<file path="src/rtl/seven_seg_capture_if.sv">
// Signal bundle between a seven-segment display source and the capture block.
// The master side drives the display bus and clear; the slave side returns
// the recovered digits and status.
interface seven_seg_capture_if;
  logic [6:0] segs;
  logic [3:0] an;
  logic       clear;
  logic [3:0] digit0;
  logic [3:0] digit1;
  logic [3:0] digit2;
  logic [3:0] digit3;
  logic [3:0] valid;
  logic [3:0] err;
  logic       frame_done;

  modport master (
    output segs, an, clear,
    input  digit0, digit1, digit2, digit3, valid, err, frame_done
  );

  modport slave (
    input  segs, an, clear,
    output digit0, digit1, digit2, digit3, valid, err, frame_done
  );
endinterface

</file>
<file path="src/rtl/seven_seg_capture.sv">
// Seven-segment receive monitor: samples the active-low segment/anode bus,
// waits for a pattern to stay put for STABLE_CYCLES samples, decodes it back
// to a hex value and stores it per digit position.
module seven_seg_capture #(
  parameter int STABLE_CYCLES = 4
) (
  input logic            clk,
  input logic            reset,
  seven_seg_capture_if.slave bus
);

  localparam int RW = $clog2(STABLE_CYCLES + 1);
  localparam logic [RW-1:0] RMAX = RW'(STABLE_CYCLES);
  localparam logic [10:0] SAMPLE_IDLE = 11'h7FF;

  logic [10:0]   sample_q, sample_d;
  logic [RW-1:0] run_q, run_d;
  logic          fired_q, fired_d;
  logic [3:0]    digit_q [4];
  logic [3:0]    digit_d [4];
  logic [3:0]    valid_q, valid_d;
  logic [3:0]    err_q, err_d;
  logic [3:0]    seen_q, seen_d;
  logic          frame_q, frame_d;

  logic [10:0] sampleIn;
  logic        inLegal;
  logic        sameSample;
  logic        accept;
  logic        decOk;
  logic [3:0]  decVal;
  logic [1:0]  pos;
  logic [3:0]  seenNext;

  // Exactly one low anode bit makes a sample usable.
  function automatic logic anodeLegal(input logic [3:0] a);
    return (a == 4'b1110) || (a == 4'b1101) || (a == 4'b1011) || (a == 4'b0111);
  endfunction

  // Map an active-low glyph back to its hex value; {ok, value}.
  function automatic logic [4:0] decodeGlyph(input logic [6:0] s);
    logic [4:0] r;
    case (s)
      7'b1000000: r = {1'b1, 4'h0};
      7'b1111001: r = {1'b1, 4'h1};
      7'b0100100: r = {1'b1, 4'h2};
      7'b0110000: r = {1'b1, 4'h3};
      7'b0011001: r = {1'b1, 4'h4};
      7'b0010010: r = {1'b1, 4'h5};
      7'b0000010: r = {1'b1, 4'h6};
      7'b1111000: r = {1'b1, 4'h7};
      7'b0000000: r = {1'b1, 4'h8};
      7'b0010000: r = {1'b1, 4'h9};
      7'b0001000: r = {1'b1, 4'hA};
      7'b0000011: r = {1'b1, 4'hB};
      7'b1000110: r = {1'b1, 4'hC};
      7'b0100001: r = {1'b1, 4'hD};
      7'b0000110: r = {1'b1, 4'hE};
      7'b0001110: r = {1'b1, 4'hF};
      default:    r = {1'b0, 4'h0};
    endcase
    return r;
  endfunction

  // Run tracking: the incoming sample is compared to the held one so that the
  // count reflects how many consecutive samples the register will have held.
  always_comb begin
    sampleIn   = {bus.an, bus.segs};
    sample_d   = sampleIn;
    inLegal    = anodeLegal(bus.an);
    sameSample = (sampleIn == sample_q);
    accept     = (run_q == RMAX) && !fired_q;

    run_d = '0;
    if (inLegal) begin
      if (sameSample) begin
        run_d = (run_q == RMAX) ? run_q : run_q + RW'(1);
      end else begin
        run_d = RW'(1);
      end
    end

    fired_d = (inLegal && sameSample) ? (fired_q | accept) : 1'b0;
  end

  // Decode the held pattern and work out the register-file update.
  always_comb begin
    {decOk, decVal} = decodeGlyph(sample_q[6:0]);

    pos = 2'd0;
    case (sample_q[10:7])
      4'b1101: pos = 2'd1;
      4'b1011: pos = 2'd2;
      4'b0111: pos = 2'd3;
      default: pos = 2'd0;
    endcase

    digit_d  = digit_q;
    valid_d  = valid_q;
    err_d    = err_q;
    seen_d   = seen_q;
    frame_d  = 1'b0;
    seenNext = seen_q | (4'b0001 << pos);

    if (bus.clear) begin
      valid_d = '0;
      err_d   = '0;
      seen_d  = '0;
    end else if (accept) begin
      if (decOk) begin
        digit_d[pos] = decVal;
        valid_d[pos] = 1'b1;
      end else begin
        err_d[pos] = 1'b1;
      end
      if (seenNext == 4'b1111) begin
        frame_d = 1'b1;
        seen_d  = '0;
      end else begin
        seen_d = seenNext;
      end
    end
  end

  // All state registers with synchronous reset.
  always_ff @(posedge clk) begin
    if (reset) begin
      sample_q <= SAMPLE_IDLE;
      run_q    <= '0;
      fired_q  <= 1'b0;
      for (int i = 0; i < 4; i++) digit_q[i] <= 4'h0;
      valid_q  <= '0;
      err_q    <= '0;
      seen_q   <= '0;
      frame_q  <= 1'b0;
    end else begin
      sample_q <= sample_d;
      run_q    <= run_d;
      fired_q  <= fired_d;
      for (int i = 0; i < 4; i++) digit_q[i] <= digit_d[i];
      valid_q  <= valid_d;
      err_q    <= err_d;
      seen_q   <= seen_d;
      frame_q  <= frame_d;
    end
  end

  assign bus.digit0     = digit_q[0];
  assign bus.digit1     = digit_q[1];
  assign bus.digit2     = digit_q[2];
  assign bus.digit3     = digit_q[3];
  assign bus.valid      = valid_q;
  assign bus.err        = err_q;
  assign bus.frame_done = frame_q;

endmodule
</file>
<file path="src/flat_wrapper.sv">
// flat-port wrapper written by rule: the top's interface ports become plain ports
module seven_seg_capture_flat 
#(
  parameter int STABLE_CYCLES = 4
)
  (clk, reset, bus_segs, bus_an, bus_clear, bus_digit0, bus_digit1, bus_digit2, bus_digit3, bus_valid, bus_err, bus_frame_done);
  seven_seg_capture_if bus_i ();
  input logic clk;
  input logic reset;
  input wire logic [$bits(bus_i.segs)-1:0] bus_segs;
  input wire logic [$bits(bus_i.an)-1:0] bus_an;
  input wire logic [$bits(bus_i.clear)-1:0] bus_clear;
  output wire logic [$bits(bus_i.digit0)-1:0] bus_digit0;
  output wire logic [$bits(bus_i.digit1)-1:0] bus_digit1;
  output wire logic [$bits(bus_i.digit2)-1:0] bus_digit2;
  output wire logic [$bits(bus_i.digit3)-1:0] bus_digit3;
  output wire logic [$bits(bus_i.valid)-1:0] bus_valid;
  output wire logic [$bits(bus_i.err)-1:0] bus_err;
  output wire logic [$bits(bus_i.frame_done)-1:0] bus_frame_done;
  assign bus_i.segs = bus_segs;
  assign bus_i.an = bus_an;
  assign bus_i.clear = bus_clear;
  assign bus_digit0 = bus_i.digit0;
  assign bus_digit1 = bus_i.digit1;
  assign bus_digit2 = bus_i.digit2;
  assign bus_digit3 = bus_i.digit3;
  assign bus_valid = bus_i.valid;
  assign bus_err = bus_i.err;
  assign bus_frame_done = bus_i.frame_done;
  seven_seg_capture #(.STABLE_CYCLES(STABLE_CYCLES)) u_core (.clk(clk), .reset(reset), .bus(bus_i));
endmodule
</file>
<file path="config.mk">
export PLATFORM = sky130hd
export DESIGN_NAME = seven_seg_capture_flat
export DESIGN_NICKNAME = d
export VERILOG_FILES = /design/src/rtl/seven_seg_capture_if.sv /design/src/rtl/seven_seg_capture.sv /design/src/flat_wrapper.sv
export SDC_FILE = /design/constraint.sdc
export NUM_CORES = 1
export LEC_CHECK = 0
export CAP_MARGIN = 30
export CORE_MARGIN = 1.5
export CORE_UTILIZATION = 40
export CTS_CLUSTER_SIZE = 30
export DETAILED_ROUTE_END_ITERATION = 16
export GPL_TIMING_DRIVEN = 0
export PLACE_DENSITY_LB_ADDON = 0.15
export SETUP_SLACK_MARGIN = 0.02
export SYNTH_ARGS = -nofsm -noshare
export SYNTH_HDL_FRONTEND = slang
export SYNTH_SLANG_ARGS = --single-unit
</file>
<file path="constraint.sdc">
create_clock -name clk -period 2 [get_ports clk]
set_input_delay 0.4 -clock clk [delete_from_list [all_inputs] [get_ports clk]]
set_output_delay 0.4 -clock clk [all_outputs]
set_load 0.02 [all_outputs]
</file>
======== Word level (Yosys, flattened, before mapping) ========
Cells that the tools add are included.
Widths: inputs -> output; s select.
operators by class
  add/sub/neg operators ................... 1
  order comparisons ....................... 4
  equal/unequal tests ..................... 26
  shift-type cells ........................ 1
  multiplexer cells ....................... 11
  bitwise gates (word level) .............. 11
  reduce and logical (&&, ||, !) cells .... 17
operators with widths
  kind                 count
  $pmux 5 s16          1
  $eq 7x7->1 const B   4
  $eq 4x4->1 const B   6
  $eq 7x5->1 const B   3
  $eq 7x6->1 const B   3
  $bwmux 16            1
  $eq 7x2->1 const B   2
  $eq 7x4->1 const B   2
  $or 4x4->4           3
  $eq 11x11->1         1
  $demux 4 s2          1
  $eq 4x3->1 const B   2
  $mux 4               2
  $eq 7x3->1 const B   1
  $logic_not 7->1      1
  $not 1->1            6
  $pmux 2 s3           1
  $reduce_or 2->1      3
  $reduce_or 3->1      2
  $logic_and 1x1->1    4
  $mux 1               4
  $reduce_and 2->1     2
  $shl 1x2->4 const A  1
  $add 3x1->3 const B  1
  other kinds (12)     14
storage, ports and cells
  register bits ........................... 44
  output and inout bits ................... 25
  logic and storage cells ................. 83

======== Longest topological paths before layout ========
  word-level depth ........................ 8
  depth in mapped cells ................... 7
  mapped depth without buffers ............ 7

======== Worst setup path before layout ========
No wires, ideal clock.
  kind .................................... flip-flop to flip-flop
  start point ............................. register u_core.run_q[0]
  end point ............................... register u_core.digit_q, in the netlist u_core.bus.digit0[3]
  setup time .............................. 117 ps
  data arrival time ....................... 1,699 ps
  setup slack ............................. 184 ps
  cell stages (with the launch flop) ...... 8
  buffers on the path ..................... 0
  period minus slack after synthesis ...... 1,816 ps
  cell sequence ........................... dfxtp_1 inv_1 ha_1 nand2_1 or2_2 nor2_1 o211ai_2 a32o_1
on the way
  word-level cells in the longest chain between the ends .. 3
ends and longest elaborated chain
  what                        RTL line                  text
  from (decl)                 seven_seg_capture.sv:17   logic [RW-1:0] run_q, run_d;
  from (signal assigned)      seven_seg_capture.sv:138  run_q <= run_d;
  $eq 3x3->1                  seven_seg_capture.sv:72   accept = (run_q == RMAX) && !fired_q;
  $logic_and 1x1->1           seven_seg_capture.sv:72
  $reduce_and 3->1 (no line)  -
  to (decl)                   seven_seg_capture.sv:19   logic [3:0] digit_q [4];
No other way between the ends.
A chain may end at the register's enable or synchronous reset.

======== Final worst setup path ========
  start point ............................. register u_core.sample_q[2]
  end point ............................... register u_core.digit_q, in the netlist u_core.bus.digit1[1]
on the way
  word-level cells in the longest chain between the ends .. 3
  elaborated cells on any way between the ends .. 19
  classes of those cells .................. eq/ne: 15; mux: 2; reduce/logical: 2
ends and longest elaborated chain
  what                                                     RTL line                  text
  from (decl)                                              seven_seg_capture.sv:16   logic [10:0] sample_q, sample_d;
  from (signal assigned)                                   seven_seg_capture.sv:137  sample_q <= sample_d;
  $eq 7x4->1, or another cell as far along                 seven_seg_capture.sv:43   case (s)
  $pmux 5 s16 (*)                                          seven_seg_capture.sv:43
  $reduce_and 3->1 (no line) or $bwmux 16 (tied branches)  -
Every way passes the cells marked *; elsewhere a longest branch is shown, timed or not.

==> flow_summary.ini <==
[sta]
fin_crit_sh_pct = 94.3
period_needed_ns = 1.89
worst_pin_slew_ns = 0.538
fin_skew_ns = 0.00649
timing.fmax_mhz = 530
finalSetupViolations = 0
grt_setup_unrepaired = yes
slew_viol_final = 0
finalHoldViolations = 0
slew_headroom_pct = 63.8

[pwr]
total_power_mw = 1.89
ir_drop_uv = 444
swShare_pct = 22.6
p_per_area_nw_per_um2 = 623
p_leak_nw = 1.17
pwr-share-clk_pct = 42.2
internal_power_mw = 1.47
pwr-share-comb_pct = 9.8
pwr-share-seq_pct = 48.0
netSwitchingPower_mw = 0.427

[critical_path]
rrSetupSlack_ns = 0.11
crit_arrival_ns = 2.11
worstPathRequired_ns = 2.23
worstPathCellList = buf_2 > and3b_2 > o21ai_1 > buf_4 > nand3_2 > o211ai_2 > mux2i_1
cpMaxStageDelayCell = dfxtp_1
slowest_delay_ns = 0.34
end_kind = flip-flop
r2r_end = u_core.bus.digit1[1]
cp_max_fo = 10
critPathLaunch = u_core.sample_q[2]
endpoint = u_core.bus.digit1[1]
startpoint_type = flip-flop
worstSetupPathType = flip-flop to flip-flop
timing.rr.start = u_core.sample_q[2]
rr_worst_depth = 7

[die]
die_w_um = 77.4
die-area_sq_um = 6000
fp-row-count = 26
fp.dieH_um = 77.4
io_pins = 39
coreArea_sq_um = 5240
start_util_pct = 42.3

[placed_design]
port_buffers = 38
hpwl_mm = 3.75
gp_congestion = 0.866
postPlaceCellArea_sq_um = 2680

[yosys]
syn_avg_cell_area_sq_um = 9.04
synth-seq-cells = 44
synth_nets = 261
synth_cell_types = 49
synthCells = 245
synth-edff-count = 0
ys_warn_count = 0
synth_top_flop_cell = dfxtp_1
async_flop_share_pct = 0
syn_area_sq_um = 2220
ys_seq_area_share_pct = 39.8

[global_routing]
grt.overflow.total = 0
gr-usage-all-layers_pct = 17.8
grt_pass1_wl_mm = 8.51
antenna_found_initial = 0
grt_max_degree = 14
first_global_vias = 1748

[layout]
finalNetCount = 315
final_cell_mix = dfxtp_1, clkdlybuf4s50_1, nand2_1
fill_cells = 480
layout-drive-gt1-share_pct = 23.4
stdcell_area_sq_um = 3040
synthToLayoutAreaGrowth_pct = 37.2
mostFrequentLayoutCell = dfxtp_1
antennaDiodeCount = 0

[route]
via_per_inst = 5.38
wirelength_mm = 5.33
ant_nets = 0
vias = 1987
drtIter0Drc = 87
firstDrtPassIters = 4
drcViolationCount = 0
wire_per_inst_um = 14.4

[clocking]
clk_latency_ns = 0.30
cts.sinks = 44
cts.clk_slew.worst_paths_ns = 0.08
tritoncts = built
max-clock-path-buffers = 2
htreeDepth = 2
root_buffer = clkbuf_8
cts_buffers = 5
cts-hold-fix-buffers = 0

[status]
status = complete, no violations

[worst_hold_path]
hp-class = flip-flop to flip-flop

[job]
maxCapViolCount = 0
[worst min-delay path by stage]
stage,startpoint,endpoint,slack (ns),cells after the start
5_1_grt,u_core.bus.digit2[1],u_core.bus.digit2[1],0.48,2
2_1_floorplan,u_core.seen_q[1],u_core.seen_q[1],0.43,1
3_3_place_gp,u_core.bus.valid[0],u_core.bus.valid[0],0.44,2
4_1_cts,u_core.bus.valid[0],u_core.bus.valid[0],0.46,2
3_5_place_dp,u_core.bus.valid[0],u_core.bus.valid[0],0.45,2
6_report,u_core.bus.valid[0],u_core.bus.valid[0],0.45,2
[repair_timing]
item	4_1_cts	5_1_grt
setup endpoints to repair	8	19
endpoints found under the hold margin	0	0
buffers inserted	0	10
pin swaps	1	10
gates resized for setup	8	36
[worst max-delay path: cells and delay by family (launching register included)]
family | cells | cell delay (ns)
AO/OA/AOI/OAI | 2 | 0.52
AND/OR/NAND/NOR | 2 | 0.38
multiplexers | 1 | 0.22
buffers and inverters | 2 | 0.36
flip-flops | 1 | 0.34
[area by class of cell]
class	instances	area (sq um)	area share, %
Multi-Input combinational cell	179	1350	44.4
Sequential cell	44	892	29.4
Timing Repair Buffer	48	455	15.0
Buffer	11	87.6	2.88
Tap cell	70	87.6	2.88
Clock buffer	5	68.8	2.26
Clock inverter	2	60.1	1.98
Inverter	10	37.5	1.24
[power by group through the flow]
stage	Clock, mW	Sequential [mW]	Combinational, mW
6_report	0.798	0.908	0.186
5_1_grt	0.852	0.910	0.203
4_1_cts	0.818	0.904	0.166
3_5_place_dp	0	0.925	0.162
3_3_place_gp	0	0.924	0.161
2_1_floorplan	0	0.920	0.103
[metrics by stage]
stage	setup WS [ns]	cells	setup TNS (ns)	util [%]	hold WS [ns]
after CTS	0.0455	359	0	54.1	0.457
after floorplan	0.184	245	0	-	0.434
after global routing	-0.0313	369	-0.0313	58.0	0.481
after global placement	-0.167	353	-0.472	51.2	0.436
after detailed placement	-0.200	353	-0.680	51.2	0.446
final	0.114	369	0	58.0	0.453
[cells in the mapped netlist, drive strengths merged, types with 2 or more instances]
cell type,n,area [sq um]
a211oi,5,50.1
a21oi,13,65.1
a31oi,5,31.3
a32o,4,40.0
and2,3,18.8
and3,3,18.8
and3b,3,28.8
and4b,4,40.0
and4bb,2,25.0
buf,9,57.6
clkbuf,3,11.3
dfxtp,44,881
ha,2,25.0
inv,10,37.5
mux2i,9,90.1
nand2,20,75.1
nand3,7,35.0
nand4,2,12.5
nor2,12,45.0
nor2b,3,18.8
nor3,6,30.0
nor3b,6,50.1
nor4,5,31.3
o211a,2,20.0
o211ai,6,60.1
o21a,6,45.0
o21ai,10,50.1
o31ai,3,22.5
or2,13,81.3
xnor2,3,26.3
xor2,11,96.3
[flip-flops by register name, indices dropped and copies added, names as in the netlist]
name	flops
u_core.seen_q	4
u_core.bus.digit3	4
u_core.bus.digit0	4
u_core.bus.digit2	4
u_core.run_q	3
u_core.bus.frame_done	1
u_core.bus.valid	4
u_core.bus.digit1	4
u_core.sample_q	11
u_core.bus.err	4
u_core.fired_q	1
[layer usage]
layer,vias up,wire [um],GRT usage (%)
met5,-,0,0
met3,12,265,4.00
met1,927,2520,24.1
met2,52,2440,27.5
li1,996,-,-
met4,0,98,7.09
[logic make-up after synthesis]
| family | after synthesis | synth area share [%] |
|---|---|---|
| fa+ha+maj | 2 | 1.13 |
| simple gates | 92 | 24.1 |
| mux | 9 | 4.07 |
| xor+xnor | 14 | 5.53 |
| compound gates | 62 | 20.7 |
| buf+inv | 22 | 4.80 |
| flops | 44 | 39.8 |
Note: power is estimated with default switching activity, not from simulation.
